--- src/rtl/tile_result_uart_tx.sv ---
// tile_result_uart_tx: drain end of the systolic array.
// Result words from the edge tile are buffered in a small circular FIFO and
// sent to the host as UART 8N1 frames, least-significant byte first.
// TXD is registered; BUSY covers both an active frame and queued words.
module tile_result_uart_tx #(
  parameter int Bitwidth     = 16,
  parameter int CLKS_PER_BIT = 868,
  parameter int FIFO_DEPTH   = 8
) (
  input  logic                          CLK,
  input  logic                          RST_N,
  input  logic                          RES_VALID,
  input  logic [Bitwidth-1:0]           RES_DATA,
  output logic                          TXD,
  output logic                          BUSY,
  output logic                          DROP,
  output logic [$clog2(FIFO_DEPTH):0]   FIFO_COUNT
);

  localparam int AW     = $clog2(FIFO_DEPTH);
  localparam int CW     = AW + 1;
  localparam int NBYTES = Bitwidth / 8;
  localparam int BDW    = (CLKS_PER_BIT > 1) ? $clog2(CLKS_PER_BIT) : 1;
  localparam int BYW    = (NBYTES > 1) ? $clog2(NBYTES) : 1;

  typedef enum logic [1:0] {
    S_IDLE  = 2'd0,
    S_START = 2'd1,
    S_DATA  = 2'd2,
    S_STOP  = 2'd3
  } state_t;

  // FIFO storage and bookkeeping
  logic [Bitwidth-1:0] r_mem [FIFO_DEPTH];
  logic [AW-1:0]       r_wptr;
  logic [AW-1:0]       r_rptr;
  logic [CW-1:0]       r_count;
  logic                r_drop;

  // Serializer state
  state_t              r_state;
  logic [BDW-1:0]      r_baud;
  logic [2:0]          r_bit_idx;
  logic [BYW-1:0]      r_byte_idx;
  logic [Bitwidth-1:0] r_shift;
  logic                r_txd;

  // Next-state / control from the FSM
  state_t              w_state_nxt;
  logic [BDW-1:0]      w_baud_nxt;
  logic [2:0]          w_bit_nxt;
  logic [BYW-1:0]      w_byte_nxt;
  logic                w_txd_nxt;
  logic                w_pop;
  logic                w_load;
  logic                w_shift;

  logic                w_baud_done;
  logic                w_fifo_nempty;
  logic                w_full;
  logic                w_push;
  logic                w_drop_evt;
  logic                w_last_byte;

  assign w_baud_done   = (r_baud == BDW'(CLKS_PER_BIT - 1));
  assign w_fifo_nempty = (r_count != '0);
  assign w_full        = (r_count == CW'(FIFO_DEPTH));
  assign w_last_byte   = (r_byte_idx == BYW'(NBYTES - 1));

  // A pop on the same edge frees a slot, so a write into a full FIFO is
  // accepted when the serializer is taking the head word at that edge.
  assign w_push     = RES_VALID && (!w_full || w_pop);
  assign w_drop_evt = RES_VALID && w_full && !w_pop;

  // FSM state register
  always_ff @(posedge CLK or negedge RST_N) begin
    if (!RST_N) begin
      r_state <= S_IDLE;
    end else begin
      r_state <= w_state_nxt;
    end
  end

  // FSM next state, bit timing and line value
  always_comb begin
    w_state_nxt = r_state;
    w_baud_nxt  = r_baud;
    w_bit_nxt   = r_bit_idx;
    w_byte_nxt  = r_byte_idx;
    w_txd_nxt   = r_txd;
    w_pop       = 1'b0;
    w_load      = 1'b0;
    w_shift     = 1'b0;
    case (r_state)
      S_IDLE: begin
        w_txd_nxt  = 1'b1;
        w_baud_nxt = '0;
        if (w_fifo_nempty) begin
          w_pop       = 1'b1;
          w_load      = 1'b1;
          w_state_nxt = S_START;
          w_txd_nxt   = 1'b0;
          w_byte_nxt  = '0;
        end
      end
      S_START: begin
        if (w_baud_done) begin
          w_baud_nxt  = '0;
          w_state_nxt = S_DATA;
          w_bit_nxt   = 3'd0;
          w_txd_nxt   = r_shift[0];
          w_shift     = 1'b1;
        end else begin
          w_baud_nxt = r_baud + BDW'(1);
        end
      end
      S_DATA: begin
        if (w_baud_done) begin
          w_baud_nxt = '0;
          if (r_bit_idx == 3'd7) begin
            w_state_nxt = S_STOP;
            w_txd_nxt   = 1'b1;
          end else begin
            w_bit_nxt = r_bit_idx + 3'd1;
            w_txd_nxt = r_shift[0];
            w_shift   = 1'b1;
          end
        end else begin
          w_baud_nxt = r_baud + BDW'(1);
        end
      end
      S_STOP: begin
        if (w_baud_done) begin
          w_baud_nxt = '0;
          if (!w_last_byte) begin
            // Next byte of the same word already sits in the low bits.
            w_state_nxt = S_START;
            w_txd_nxt   = 1'b0;
            w_byte_nxt  = r_byte_idx + BYW'(1);
          end else if (w_fifo_nempty) begin
            w_pop       = 1'b1;
            w_load      = 1'b1;
            w_state_nxt = S_START;
            w_txd_nxt   = 1'b0;
            w_byte_nxt  = '0;
          end else begin
            w_state_nxt = S_IDLE;
            w_txd_nxt   = 1'b1;
          end
        end else begin
          w_baud_nxt = r_baud + BDW'(1);
        end
      end
      default: begin
        w_state_nxt = S_IDLE;
        w_txd_nxt   = 1'b1;
        w_baud_nxt  = '0;
      end
    endcase
  end

  // Serializer control registers; reset forces the line idle immediately
  always_ff @(posedge CLK or negedge RST_N) begin
    if (!RST_N) begin
      r_baud     <= '0;
      r_bit_idx  <= 3'd0;
      r_byte_idx <= '0;
      r_txd      <= 1'b1;
    end else begin
      r_baud     <= w_baud_nxt;
      r_bit_idx  <= w_bit_nxt;
      r_byte_idx <= w_byte_nxt;
      r_txd      <= w_txd_nxt;
    end
  end

  // Shift register: load the head word on pop, shift right after each data bit
  always_ff @(posedge CLK) begin
    if (w_load) begin
      r_shift <= r_mem[r_rptr];
    end else if (w_shift) begin
      r_shift <= r_shift >> 1;
    end
  end

  // FIFO storage write
  always_ff @(posedge CLK) begin
    if (w_push) begin
      r_mem[r_wptr] <= RES_DATA;
    end
  end

  // FIFO pointers (natural wrap, depth is a power of two), occupancy and sticky drop
  always_ff @(posedge CLK or negedge RST_N) begin
    if (!RST_N) begin
      r_wptr  <= '0;
      r_rptr  <= '0;
      r_count <= '0;
      r_drop  <= 1'b0;
    end else begin
      if (w_push) begin
        r_wptr <= r_wptr + AW'(1);
      end
      if (w_pop) begin
        r_rptr <= r_rptr + AW'(1);
      end
      case ({w_push, w_pop})
        2'b10:   r_count <= r_count + CW'(1);
        2'b01:   r_count <= r_count - CW'(1);
        default: r_count <= r_count;
      endcase
      if (w_drop_evt) begin
        r_drop <= 1'b1;
      end
    end
  end

  assign TXD        = r_txd;
  assign DROP       = r_drop;
  assign FIFO_COUNT = r_count;
  assign BUSY       = (r_state != S_IDLE) || (r_count != '0);

endmodule

--- config.mk ---
export PLATFORM = sky130hd
export DESIGN_NAME = tile_result_uart_tx
export DESIGN_NICKNAME = d
export VERILOG_FILES = /design/src/rtl/tile_result_uart_tx.sv
export SDC_FILE = /design/constraint.sdc
export NUM_CORES = 1
export LEC_CHECK = 0
export ABC_AREA = 1
export BUFFER_PORTS_ARGS = -buffer_cell sky130_fd_sc_hd__buf_2
export CAP_MARGIN = 20
export CORE_MARGIN = 2
export CORE_UTILIZATION = 40
export DETAILED_ROUTE_END_ITERATION = 8
export GPL_ROUTABILITY_DRIVEN = 0
export SYNTH_ARGS = -nofsm -noshare
export SYNTH_HDL_FRONTEND = slang
export SYNTH_SLANG_ARGS = --single-unit
export TNS_END_PERCENT = 30
--- constraint.sdc ---
create_clock -name CLK -period 3.9 [get_ports CLK]
set_clock_uncertainty 0.05 [all_clocks]
set_input_delay 0.78 -clock CLK [delete_from_list [all_inputs] [get_ports CLK]]
set_output_delay 0.78 -clock CLK [all_outputs]
set_load 0.05 [all_outputs]
==> Yosys cells after proc, flatten, opt, wreduce, memory -nomap -nowiden <==
Memories as Yosys holds them, arrays and structs flattened.
Cells that the tools add are included.
{ "classes": {"addsub": 7, "eq_ne": 14, "mux": 38, "n_reduce_logical": 19} }
{ "ops": {"columns": ["cell", "n"], "rows": [
  ["2-to-1 mux 16 bit", 2],
  ["case mux 10 bit (2 select lines)", 1],
  ["2-to-1 mux 1 bit", 19],
  ["!= test 2 bit, second input constant", 6],
  ["adder 10 x 1 -> 10 bit, second input constant", 1],
  ["equality test 10 bit, second input constant", 1],
  ["2-to-1 mux 10 bit", 1],
  ["2-to-1 mux 2 bit", 5],
  ["nonzero test 2 bit", 5],
  ["adder 3 x 1 -> 3 bit, second input constant", 3],
  ["2-to-1 mux 3 bit", 3],
  ["case mux 2 bit (4 select lines)", 1],
  ["case mux 4 bit (2 select lines)", 1],
  ["equality test 2 bit, second input constant", 3],
  ["case mux 1 bit (2 select lines)", 3],
  ["case mux 3 bit (2 select lines)", 1],
  ["AND reduction 3 bit", 2],
  ["AND reduction 5 bit", 1],
  ["adder 4 x 1 -> 4 bit, second input constant", 1],
  ["equality test 2 x 1 -> 1 bit, second input constant", 2],
  ["equality test 4 bit, second input constant", 1],
  ["case mux 1 bit (4 select lines)", 1],
  ["AND reduction 4 bit", 1],
  ["nonzero test 4 bit", 1],
  ["other kinds (8)", 12]
]} }
{ "word_totals": {"regBits": 44, "ram_bits": 128, "input_bits": 19, "out_inout_bits": 7, "elab_cells": 89, "n_memories": 1} }
{ "memory_table": {"columns": ["memory", "words", "word_bits", "read_ports", "rd_clocked_by_memory_dff", "wr", "line_no", "rtl"], "rows": [
  ["r_mem", 8, 16, 1, 0, 1, "34", "logic [Bitwidth-1:0] r_mem [FIFO_DEPTH];"]
]} }

==> Longest topological paths before layout <==
Gate-level depths: netlist of run 1.
{ "logic_depth": {"depth_word": 9, "depth_mapped": 17, "ltp_nobuf": 17} }

==> Worst setup path after synthesis of run 1 <==
No wires, ideal clock.
{ "synth_timing": {"path_type": "flip-flop to flip-flop", "start": "register r_count[3], in the netlist FIFO_COUNT[3]", "end": "memory r_mem[1][0], enable pin", "setup_time_ns": 0.388, "arrival_time_ns": 2.305, "required_time_ns": 3.462, "path_slack_ns": 1.156, "path_stages_with_launch": 13, "path_buffers": 0, "synth_period_minus_slack_ns": 2.744, "path_cell_list": "dfrtp_1 > nor2_2 > nand2_2 > nand2_1 > nor2_1 > nand2_2 > nand2_4 > nand2_4 > nand3_2 > nand2_2 > inv_1 > nand2_1 > nor2_1"} }
{ "synth_via": {"elab_chain_len": 9, "elab_cells_between_ends": 11, "classes_between": "eq/ne: 1; mux: 6; reduce/logical: 4"} }
{ "synth_rtl": {"columns": ["item", "line_no", "rtl"], "rows": [
  ["start: declaration", "37", "logic [CW-1:0] r_count;"],
  ["start signal: assignment", "208", "2'b10: r_count <= r_count + CW'(1);"],
  ["start signal: assignment", "209", "2'b01: r_count <= r_count - CW'(1);"],
  ["start signal: assignment", "210", "default: r_count <= r_count;"],
  ["nonzero test 4 bit", "66", "assign w_fifo_nempty = (r_count != '0);"],
  ["2-to-1 mux 1 bit", "98, 140", null],
  ["2-to-1 mux 1 bit", "135", "if (!w_last_byte) begin"],
  ["2-to-1 mux 1 bit", "133", "if (w_baud_done) begin"],
  ["case mux 1 bit (2 select lines)", "94", "case (r_state)"],
  ["logical OR 1 bit *", "72", "assign w_push = RES_VALID && (!w_full || w_pop);"],
  ["logical AND 1 bit *", "72", null],
  ["2-to-1 mux 1 bit *", "188", "if (w_push) begin"],
  ["2-to-1 mux 1 bit (not written as such) *", "189", "r_mem[r_wptr] <= RES_DATA;"],
  ["end: declaration", "34", null]
]} }
Mark *: on every way between the ends. The rest lies on a longest branch, timed or not.

==> Final worst setup path of run 1 <==
{ "layout_timing": {"start": "register r_state[0]", "end": "memory r_mem[2][4], enable pin"} }
{ "layout_via": {"elab_chain_len": 6, "elab_cells_between_ends": 7, "classes_between": "eq/ne: 1; mux: 3; reduce/logical: 3"} }
{ "layout_rtl": {"columns": ["item", "line_no", "rtl"], "rows": [
  ["start: declaration", "41", "state_t r_state;"],
  ["start signal: assignment", "80", "r_state <= w_state_nxt;"],
  ["equality test 2 bit / zero test 2 bit (equally long branches)", "94", null],
  ["case mux 1 bit (2 select lines) *", "94", null],
  ["logical OR 1 bit *", "72", null],
  ["logical AND 1 bit *", "72", null],
  ["2-to-1 mux 1 bit *", "188", null],
  ["2-to-1 mux 1 bit (not written as such) *", "189", null]
]} }
Marked as above.

==> impl_metrics.json, run 1 <==
{
  "power_density_nw_per_um2": 553,
  "viasPerCell": 5.25,
  "die_w_um": 138,
  "post_synth_num_cell_types": 36,
  "cts_tree": "built",
  "cts_buffers": 17,
  "rsz0062_at_grt": "false",
  "postSynthAreaPerCell_um2": 12.0,
  "cts_num_sinks": 172,
  "synth_top_family_by_area": "simple AND/OR/NAND/NOR gates",
  "max_freq_mhz": 346,
  "synth_area_um2": 7130,
  "yosysWarnings": 0,
  "pre_cts_slack_ns": 0.919,
  "crit_path_end_kind": "flip-flop",
  "ys_seq_elements": 172,
  "clockPowerShare_pct": 36.0,
  "antenna_found_initial": 1,
  "place_area_um2": 7500,
  "hold_buffers": 0,
  "fp.coreArea_um2": 17400,
  "p_leak_nw": 2.88,
  "dieArea_um2": 18900,
  "internal_power_mw": 3.27,
  "die_h_um": 138,
  "final_hold_viol_count": 0,
  "cts-resized-gates": 0,
  "start_util_pct": 41.1,
  "antenna_left": 0,
  "hpwlAfterDp_um": 8580,
  "post_cts_buffers": 0,
  "vias": 4535,
  "htreeDepth": 4,
  "grt_util_all_layers_pct": 17.0,
  "cp_max_fo": 16,
  "clk_latency_ns": 0.43,
  "area_growth_pct": 13.4,
  "p_sw_share_pct": 26.9,
  "power.total_mw": 4.47,
  "tightestPinTransition_ns": 1.08,
  "layout_common_cells": "edfxtp_1 (144), nor2_1 (98), o21ai_0 (73)",
  "ir_drop_v": 0.000366,
  "synth_xor_area_share_pct": 0.737,
  "fin_crit_sh_pct": 74.1,
  "overflow": 0,
  "synthMuxAreaShare_pct": 0.140,
  "pwr-share-comb_pct": 12.1,
  "drive_gt1_share_pct": 14.0,
  "portBuffers": 25,
  "num-fill-cells": 1568,
  "finalWorstSetupSlack_ns": 1.01,
  "slew_headroom_pct": 28.1,
  "clkSlewWorstSetupHoldPaths_ns": 0.07,
  "syn_inst": 595,
  "slew_violations": 0,
  "async_flop_share_pct": 16.3,
  "firstDrtPassIters": 6,
  "synth_top_flop_cell": "edfxtp_1",
  "first_iter_violations": 257,
  "seq_power_share_pct": 51.9,
  "setup_violations": 0,
  "clock-root-buffer": "clkbuf_16",
  "syn_nets": 625,
  "outcome": "finished clean",
  "grt_pass1_wl_um": 23800,
  "switchingPower_mw": 1.20,
  "synth_fa_ha_area_share_pct": 1.93,
  "clk_path_buf_depth": 2,
  "synth-edff-count": 144,
  "critPathKind": "flip-flop to flip-flop",
  "grt_pass1_vias": 4481,
  "drc": 0,
  "rows": 48,
  "arrival_ns": 2.89,
  "multi_input_area_um2": 1870,
  "wirelength_um": 14800,
  "cp.required_ns": 3.90,
  "layout_min_cycle_time_ns": 2.89,
  "yosysSeqAreaShare_pct": 70.5,
  "pin_count": 26,
  "finalNonFillerCells": 863,
  "finalInstanceArea_um2": 8080,
  "synth_compound_area_share_pct": 10.7,
  "nets": 654,
  "synth_simple_gate_area_share_pct": 12.7,
  "drv_cap": 0,
  "regArea_um2": 5030,
  "critPathLaunchType": "flip-flop",
  "mostFrequentLayoutCell": "edfxtp_1",
  "wire_per_inst_um": 17.2,
  "hold_class": "input pin to async pin",
  "grt_max_degree": 66,
  "fin_setup_tns_ns": 0,
  "dpl.cell_count": 829
}
-- cell usage after synthesis, types with 2 or more instances --
cell | count | share of area [%]
a31oi_1 | 16 | 1.4
nand3b_1 | 2 | 0.21
a21oi_1 | 8 | 0.56
or2_2 | 2 | 0.18
inv_2 | 2 | 0.11
o21ai_0 | 74 | 5.2
clkbuf_1 | 19 | 1.0
nor2_2 | 6 | 0.53
nand4_1 | 2 | 0.18
nor3b_1 | 3 | 0.32
nand2_1 | 70 | 3.7
edfxtp_1 | 144 | 61
nor3_1 | 6 | 0.42
o22ai_1 | 33 | 2.9
a32o_1 | 2 | 0.28
xor2_1 | 5 | 0.61
nand2_4 | 2 | 0.32
dfrtp_1 | 27 | 9.5
nand3_1 | 10 | 0.70
ha_1 | 11 | 1.9
buf_2 | 6 | 0.42
nand2_2 | 3 | 0.26
buf_4 | 2 | 0.21
nor2_1 | 98 | 5.2
inv_1 | 29 | 1.5
nand3_2 | 3 | 0.42
-- metal layers --
| metal | vias to the layer above | share of wire [%] | global-route usage, % |
|---|---|---|---|
| li1 | 2186 | - | - |
| met1 | 2223 | 45 | 21.6 |
| met2 | 102 | 49 | 28.3 |
| met3 | 24 | 4.6 | 4.49 |
| met4 | 0 | 2.0 | 6.01 |
| met5 | - | 0 | 0 |
-- registers in the layout (all words and copies together) (netlist names) --
register    cells
r_rptr          3
r_state         2
r_bit_idx       3
DROP            1
FIFO_COUNT      4
TXD             1
r_wptr          3
r_shift        16
r_mem         128
r_baud         10
r_byte_idx      1
-- path summary, 6_finish.rpt --
| kind | startpoint | endpoint | slack [ns] | cells past startpoint |
|---|---|---|---|---|
| max | r_state[0]$_DFFE_PN0P_ | r_mem[2][4]$_DFFE_PP_ | 1.01 | 9 |
| min | RST_N | r_bit_idx[0]$_DFFE_PN0P_ | 0.31 | 1 |
| max reg2reg | r_state[0]$_DFFE_PN0P_ | r_mem[2][4]$_DFFE_PP_ | 1.01 | 9 |
| min reg2reg | r_baud[0]$_DFF_PN0_ | r_baud[0]$_DFF_PN0_ | 0.41 | 1 |
| max in group asynchronous | RST_N | r_rptr[0]$_DFFE_PN0N_ | 3.02 | 1 |
| min in group CLK | r_baud[0]$_DFF_PN0_ | r_baud[0]$_DFF_PN0_ | 0.41 | 1 |
-- power by group through the flow --
stage	sequential, mW	clock, mW	combinational, mW
floorplan	2.41	0	0.285
global placement	2.35	0	0.528
detailed placement	2.36	0	0.543
CTS	2.32	1.64	0.544
global route	2.34	1.72	0.603
finish	2.32	1.61	0.539
-- kinds of logic after synthesis --
logic type      Yosys count
simple gates            209
mux                       1
flops                   172
buf+inv                  59
xor+xnor                  6
fa+ha+maj                11
compound gates          137
-- worst max-delay path, stage by stage (launching register included) --
cell and delay (ns):
dfrtp_1 0.41, inv_1 0.16, ha_1 0.32, nand2_1 0.15
nand2_4 0.12, nand2_4 0.08, nand3_2 0.08, nand2_2 0.08
or2_4 0.27, nor2_2 0.78
-- layout make-up --
type | instances | area share (%)
Timing Repair Buffer | 37 | 2.75
Tap cell | 225 | 3.48
Sequential cell | 172 | 62.2
Multi-Input combinational cell | 364 | 23.1
Inverter | 32 | 1.49
Antenna cell | 1 | 0.0310
Clock inverter | 15 | 1.69
Clock buffer | 17 | 5.26
-- through the flow --
stage	hold slack [ns]	utilization, %
final	0.314	46.6
after global routing	0.364	46.6
after CTS	0.351	46.5
after detailed placement	0.407	43.2
after global placement	0.396	43.2
after floorplan	0.383	-
Power figures use the tool's default switching activity.
==> run 2, diff against run 1 <==
- clock period: 3.9 -> 2.9 ns (I/O delays scaled with it)
==> run 2 against run 1 <==
Sequential power increased by 34%. Cell area increased by 1.0%. Flip-flop and latch count unchanged. Via count decreased by 0.49%. Final cell count rose by 0.23%. Largest power group unchanged. Count of clock-buffer cells in the layout stayed put. Core utilization up 0.48 points. Critical endpoint is now r_mem[2][10]$_DFFE_PP_.
==> impl_metrics.json, run 2 (same netlist as run 1, synthesis figures left out) <==
{
  "layout_min_cycle_time_ns": 2.39,
  "die_h_um": 138,
  "critPathLaunchType": "flip-flop",
  "crit_path_end_kind": "flip-flop",
  "reg2reg_from": "r_state[0]$_DFFE_PN0P_",
  "clockPowerShare_pct": 37.5,
  "multi_input_area_um2": 1870,
  "arrival_ns": 2.46,
  "clkSlewWorstSetupHoldPaths_ns": 0.07,
  "grt_pass1_wl_um": 23000,
  "num-fill-cells": 1535,
  "dieArea_um2": 18900,
  "setup_violations": 0,
  "finalNonFillerCells": 865,
  "firstDrtPassIters": 5,
  "slew_headroom_pct": 55.5,
  "viasPerCell": 5.22,
  "cts_buffers": 17,
  "worst-path-buf-inv": 2,
  "cp.required_ns": 2.97,
  "diodes": 0,
  "regArea_um2": 5030,
  "vias": 4513,
  "drc": 0,
  "clock-root-buffer": "clkbuf_16",
  "cpMostUsedCell": "nand2_4",
  "grt_util_all_layers_pct": 16.8,
  "area_growth_pct": 14.5,
  "pin_count": 26,
  "internal_power_mw": 4.44,
  "clk_latency_ns": 0.44,
  "r2r_end": "r_mem[2][10]$_DFFE_PP_",
  "hpwlAfterDp_um": 9220,
  "hold_buffers": 0,
  "max_freq_mhz": 418,
  "hold_class": "input pin to async pin",
  "antenna_found_initial": 0,
  "cts_tree": "built",
  "reg2reg_depth": 10,
  "rows": 48,
  "cpMaxStageDelayCell": "dfrtp_1",
  "pwr-share-comb_pct": 11.7,
  "final_hold_viol_count": 0,
  "tightestPinTransition_ns": 0.668,
  "cp_max_fo": 16,
  "p_sw_share_pct": 27.6,
  "start_util_pct": 41.1,
  "rsz0062_at_grt": "false",
  "antenna_left": 0,
  "crit_family": "simple AND/OR/NAND/NOR gates",
  "clk_path_buf_depth": 2,
  "portBuffers": 25,
  "fp.coreArea_um2": 17400,
  "fin_crit_sh_pct": 82.4,
  "dpl.cell_count": 833,
  "ir_drop_v": 0.000456,
  "post_cts_buffers": 0,
  "place_area_um2": 7550,
  "grt_max_degree": 66,
  "drive_gt1_share_pct": 14.7,
  "worst_hold_slack_ns": 0.120,
  "critPathLaunch": "r_state[0]$_DFFE_PN0P_",
  "top_regs": "r_mem (128), r_shift (16), r_baud (10)",
  "wire_per_inst_um": 17.0,
  "die_w_um": 138,
  "htreeDepth": 4,
  "wirelength_um": 14700,
  "rrSetupSlack_ns": 0.51,
  "largest_reg_flops": 128,
  "slew_violations": 0,
  "seq_power_share_pct": 50.8,
  "slowest_delay_ns": 0.41,
  "switchingPower_mw": 1.70,
  "fin_setup_tns_ns": 0,
  "drv_cap": 0,
  "outcome": "finished clean",
  "regMostFlops": "r_mem",
  "power_density_nw_per_um2": 751,
  "p_leak_nw": 2.92,
  "layout_common_cells": "edfxtp_1 (144), nor2_1 (98), o21ai_0 (73)",
  "critPathKind": "flip-flop to flip-flop",
  "mostFrequentLayoutCell": "edfxtp_1",
  "overflow": 0,
  "crit_chain": "inv_1, ha_1, nand2_1, nand2_4, nand2_4, nand3_2, nand2_2, or2_4, nor2_2, buf_4",
  "finalInstanceArea_um2": 8170,
  "path_depth": 10,
  "cts_num_sinks": 172,
  "grt_pass1_vias": 4514,
  "cts-resized-gates": 0,
  "first_iter_violations": 317,
  "nets": 657,
  "critPathCapture": "r_mem[2][10]$_DFFE_PP_"
}
[run 2: worst min-delay path by stage]
stage	endpoint	slack, ns	depth (start not counted)
2_1_floorplan	DROP$_DFFE_PN0P_	0.23	0
3_3_place_gp	r_baud[0]$_DFF_PN0_	0.39	1
3_5_place_dp	r_baud[0]$_DFF_PN0_	0.41	1
4_1_cts	r_wptr[2]$_DFFE_PN0P_	0.14	1
5_1_grt	r_bit_idx[1]$_DFFE_PN0P_	0.17	1
6_report	r_bit_idx[1]$_DFFE_PN0P_	0.12	1
[run 2: routing by layer]
metal | track usage, % | share of wire [%] | up-vias
met5 | 0 | 0 | -
met4 | 6.70 | 1.8 | 0
met3 | 3.86 | 4.3 | 22
met1 | 21.7 | 45 | 2201
li1 | - | - | 2188
met2 | 27.4 | 49 | 102
[run 2: power by group through the flow]
stage | combinational (mW) | sequential, mW | clock, mW
2_1_floorplan | 0.383 | 3.25 | 0
3_3_place_gp | 0.706 | 3.17 | 0
3_5_place_dp | 0.723 | 3.17 | 0
4_1_cts | 0.726 | 3.12 | 2.36
5_1_grt | 0.799 | 3.14 | 2.46
6_report | 0.715 | 3.12 | 2.30
[run 2: area by class of cell]
type	count	area share (%)
Sequential cell	172	61.6
Multi-Input combinational cell	364	22.9
Clock buffer	17	5.21
Tap cell	225	3.45
Timing Repair Buffer	40	3.06
Clock inverter	15	2.39
Inverter	32	1.47
[run 2: stage by stage]
step                utilization [%]  power, mW  worst slack (ns)
floorplan                         -       3.63             0.156
global placement               43.5       3.87             0.608
detailed placement             43.5       3.89             0.525
CTS                            47.1       6.21             0.501
global route                   47.1       6.40             0.316
finish                         47.1       6.14             0.509
==> run 3, diff against run 2 <==
- clock period: 2.9 -> 2.27 ns (I/O delays scaled with it)
==> run 3 against run 2 <==
Flip-flop and latch count unchanged. Hold slack got worse by 0.10 ns. Sequential share of layout area decreased by 1.5 points. Clock power increased by 21%. Routed wire length increased by 0.88%. Cell area increased by 2.7%. Sequential power increased by 28%.
==> impl_metrics.json, run 3 (same netlist as run 1, synthesis figures left out) <==
{
  "grt_pass1_vias": 4407,
  "fin_setup_tns_ns": 0,
  "diodes": 0,
  "pin_count": 26,
  "p_leak_nw": 2.98,
  "layout_min_cycle_time_ns": 2.19,
  "dr_wl_met3_um": 629,
  "crit_chain": "nor2_1, nand3_2, nor2_4, nand2_2, nand2_4, nand2_4, nand3_2, nand2_2, or2_4, nor2_4, clkbuf_16",
  "arrival_ns": 2.28,
  "grt_pass1_wl_um": 23300,
  "wire_per_inst_um": 16.9,
  "regMostFlops": "r_mem",
  "postLayoutCoreUtil_pct": 48.3,
  "max_freq_mhz": 457,
  "antenna_found_initial": 0,
  "drc": 0,
  "power_density_nw_per_um2": 936,
  "die_w_um": 138,
  "area_growth_pct": 17.6,
  "outcome": "finished clean",
  "portBuffers": 25,
  "internal_power_mw": 5.73,
  "highest_layer": "met4",
  "tightestPinTransition_ns": 0.665,
  "dieArea_um2": 18900,
  "antenna_left": 0,
  "drv_cap": 0,
  "clockPowerShare_pct": 35.5,
  "finalWorstSetupSlack_ns": 0.0797,
  "start_util_pct": 41.1,
  "overflow": 0,
  "top_regs": "r_mem (128), r_shift (16), r_baud (10)",
  "routed-wl-met2_um": 7830,
  "final_hold_viol_count": 0,
  "clkSlewWorstSetupHoldPaths_ns": 0.07,
  "p_sw_share_pct": 27.0,
  "drive_gt1_share_pct": 18.0,
  "fin_crit_sh_pct": 96.5,
  "slew_headroom_pct": 55.7,
  "rows": 48,
  "largest_reg_flops": 128,
  "crit_path_end_kind": "flip-flop",
  "cp.required_ns": 2.36,
  "switchingPower_mw": 2.12,
  "hold_class": "input pin to async pin",
  "nets": 668,
  "firstDrtPassIters": 5,
  "cp_max_fo": 8,
  "power.total_mw": 7.85,
  "clk_path_buf_depth": 2,
  "layout_common_cells": "edfxtp_1 (144), nor2_1 (93), o21ai_0 (73)",
  "critPathKind": "flip-flop to flip-flop",
  "first_iter_violations": 264,
  "num-fill-cells": 1512,
  "grt_max_degree": 66,
  "viasPerCell": 5.20,
  "hpwlAfterDp_um": 9540,
  "pre_cts_slack_ns": 0.0344,
  "wirelength_um": 14800,
  "fp.coreArea_um2": 17400,
  "slew_violations": 0,
  "mostFrequentLayoutCell": "edfxtp_1",
  "cpMaxStageDelayCell": "dfrtp_1",
  "wl_met1_um": 6260,
  "die_h_um": 138,
  "seq_power_share_pct": 50.9,
  "pwr-share-comb_pct": 13.6,
  "cts_tree": "built",
  "htreeDepth": 4,
  "ir_drop_v": 0.000668,
  "clock-root-buffer": "clkbuf_16",
  "cts_buffers": 17,
  "setup_violations": 0,
  "clk_latency_ns": 0.42,
  "vias": 4559,
  "cts_num_sinks": 172,
  "grt_util_all_layers_pct": 16.6,
  "slowest_delay_ns": 0.42,
  "critPathLaunchType": "flip-flop"
}
[run 3: changes by cell type in the layout (fill, tap and decap cells not counted), sizes merged]
cell,change
clkinvlp,-2
clkbuf,+2
buf,+10
clkinv,+1
[run 3: worst paths after layout]
check,slack (ns),start,cells past startpoint,endpoint
setup / recovery,0.08,r_baud[2]$_DFF_PN0_,11,r_mem[0][12]$_DFFE_PP_
hold / removal,0.02,RST_N,1,r_baud[9]$_DFF_PN0_
setup reg to reg,0.08,r_baud[2]$_DFF_PN0_,11,r_mem[0][12]$_DFFE_PP_
hold reg to reg,0.43,TXD$_DFFE_PN1P_,2,TXD$_DFFE_PN1P_
max in group asynchronous,1.68,RST_N,1,r_rptr[0]$_DFFE_PN0N_
min in group CLK,0.29,RES_DATA[3],1,r_mem[0][3]$_DFFE_PP_
[run 3: through the flow]
step           instances  hold WS (ns)  instance area (um^2)
6_report             876        0.0157                  8380
5_1_grt              876        0.0633                  8380
4_1_cts              870        0.0333                  8280
3_5_place_dp         838         0.413                  7720
3_3_place_gp         838         0.393                  7720
2_1_floorplan        595         0.108                  7150
[run 3: routing by layer]
layer / vias up / GRT usage, %
met5: - / 0
met1: 2232 / 20.7
met2: 104 / 29.3
li1: 2214 / -
met4: 0 / 3.95
met3: 9 / 3.94
[run 3: power by group through the flow]
| stage | Sequential [mW] | Combinational, mW | Clock [mW] |
|---|---|---|---|
| after floorplan | 4.15 | 0.510 | 0 |
| after global placement | 4.04 | 1.02 | 0 |
| after detailed placement | 4.06 | 1.04 | 0 |
| after CTS | 3.99 | 1.05 | 2.85 |
| after global routing | 4.02 | 1.17 | 3.00 |
| final | 3.99 | 1.07 | 2.79 |
[run 3: area by class of cell]
class | instances | area, um^2 | area share, %
multi-input combinational | 364 | 1920 | 22.9
clock buffer | 18 | 429 | 5.12
tap | 225 | 282 | 3.36
timing repair buffer | 51 | 463 | 5.52
inverter | 32 | 120 | 1.43
sequential | 172 | 5030 | 60.0
clock inverter | 14 | 134 | 1.60
[run 3: critical path, delay by kind of cell, from the launching register on]
kind	cells	cell delay, ns
buf+inv	1	0.20
flops	1	0.42
simple gates	10	1.24
[run 3: what timing repair did]
action	CTS	global route
hold buffers	0	0
resized for setup	0	10
buffers inserted	0	5
setup endpoints to repair	0	128
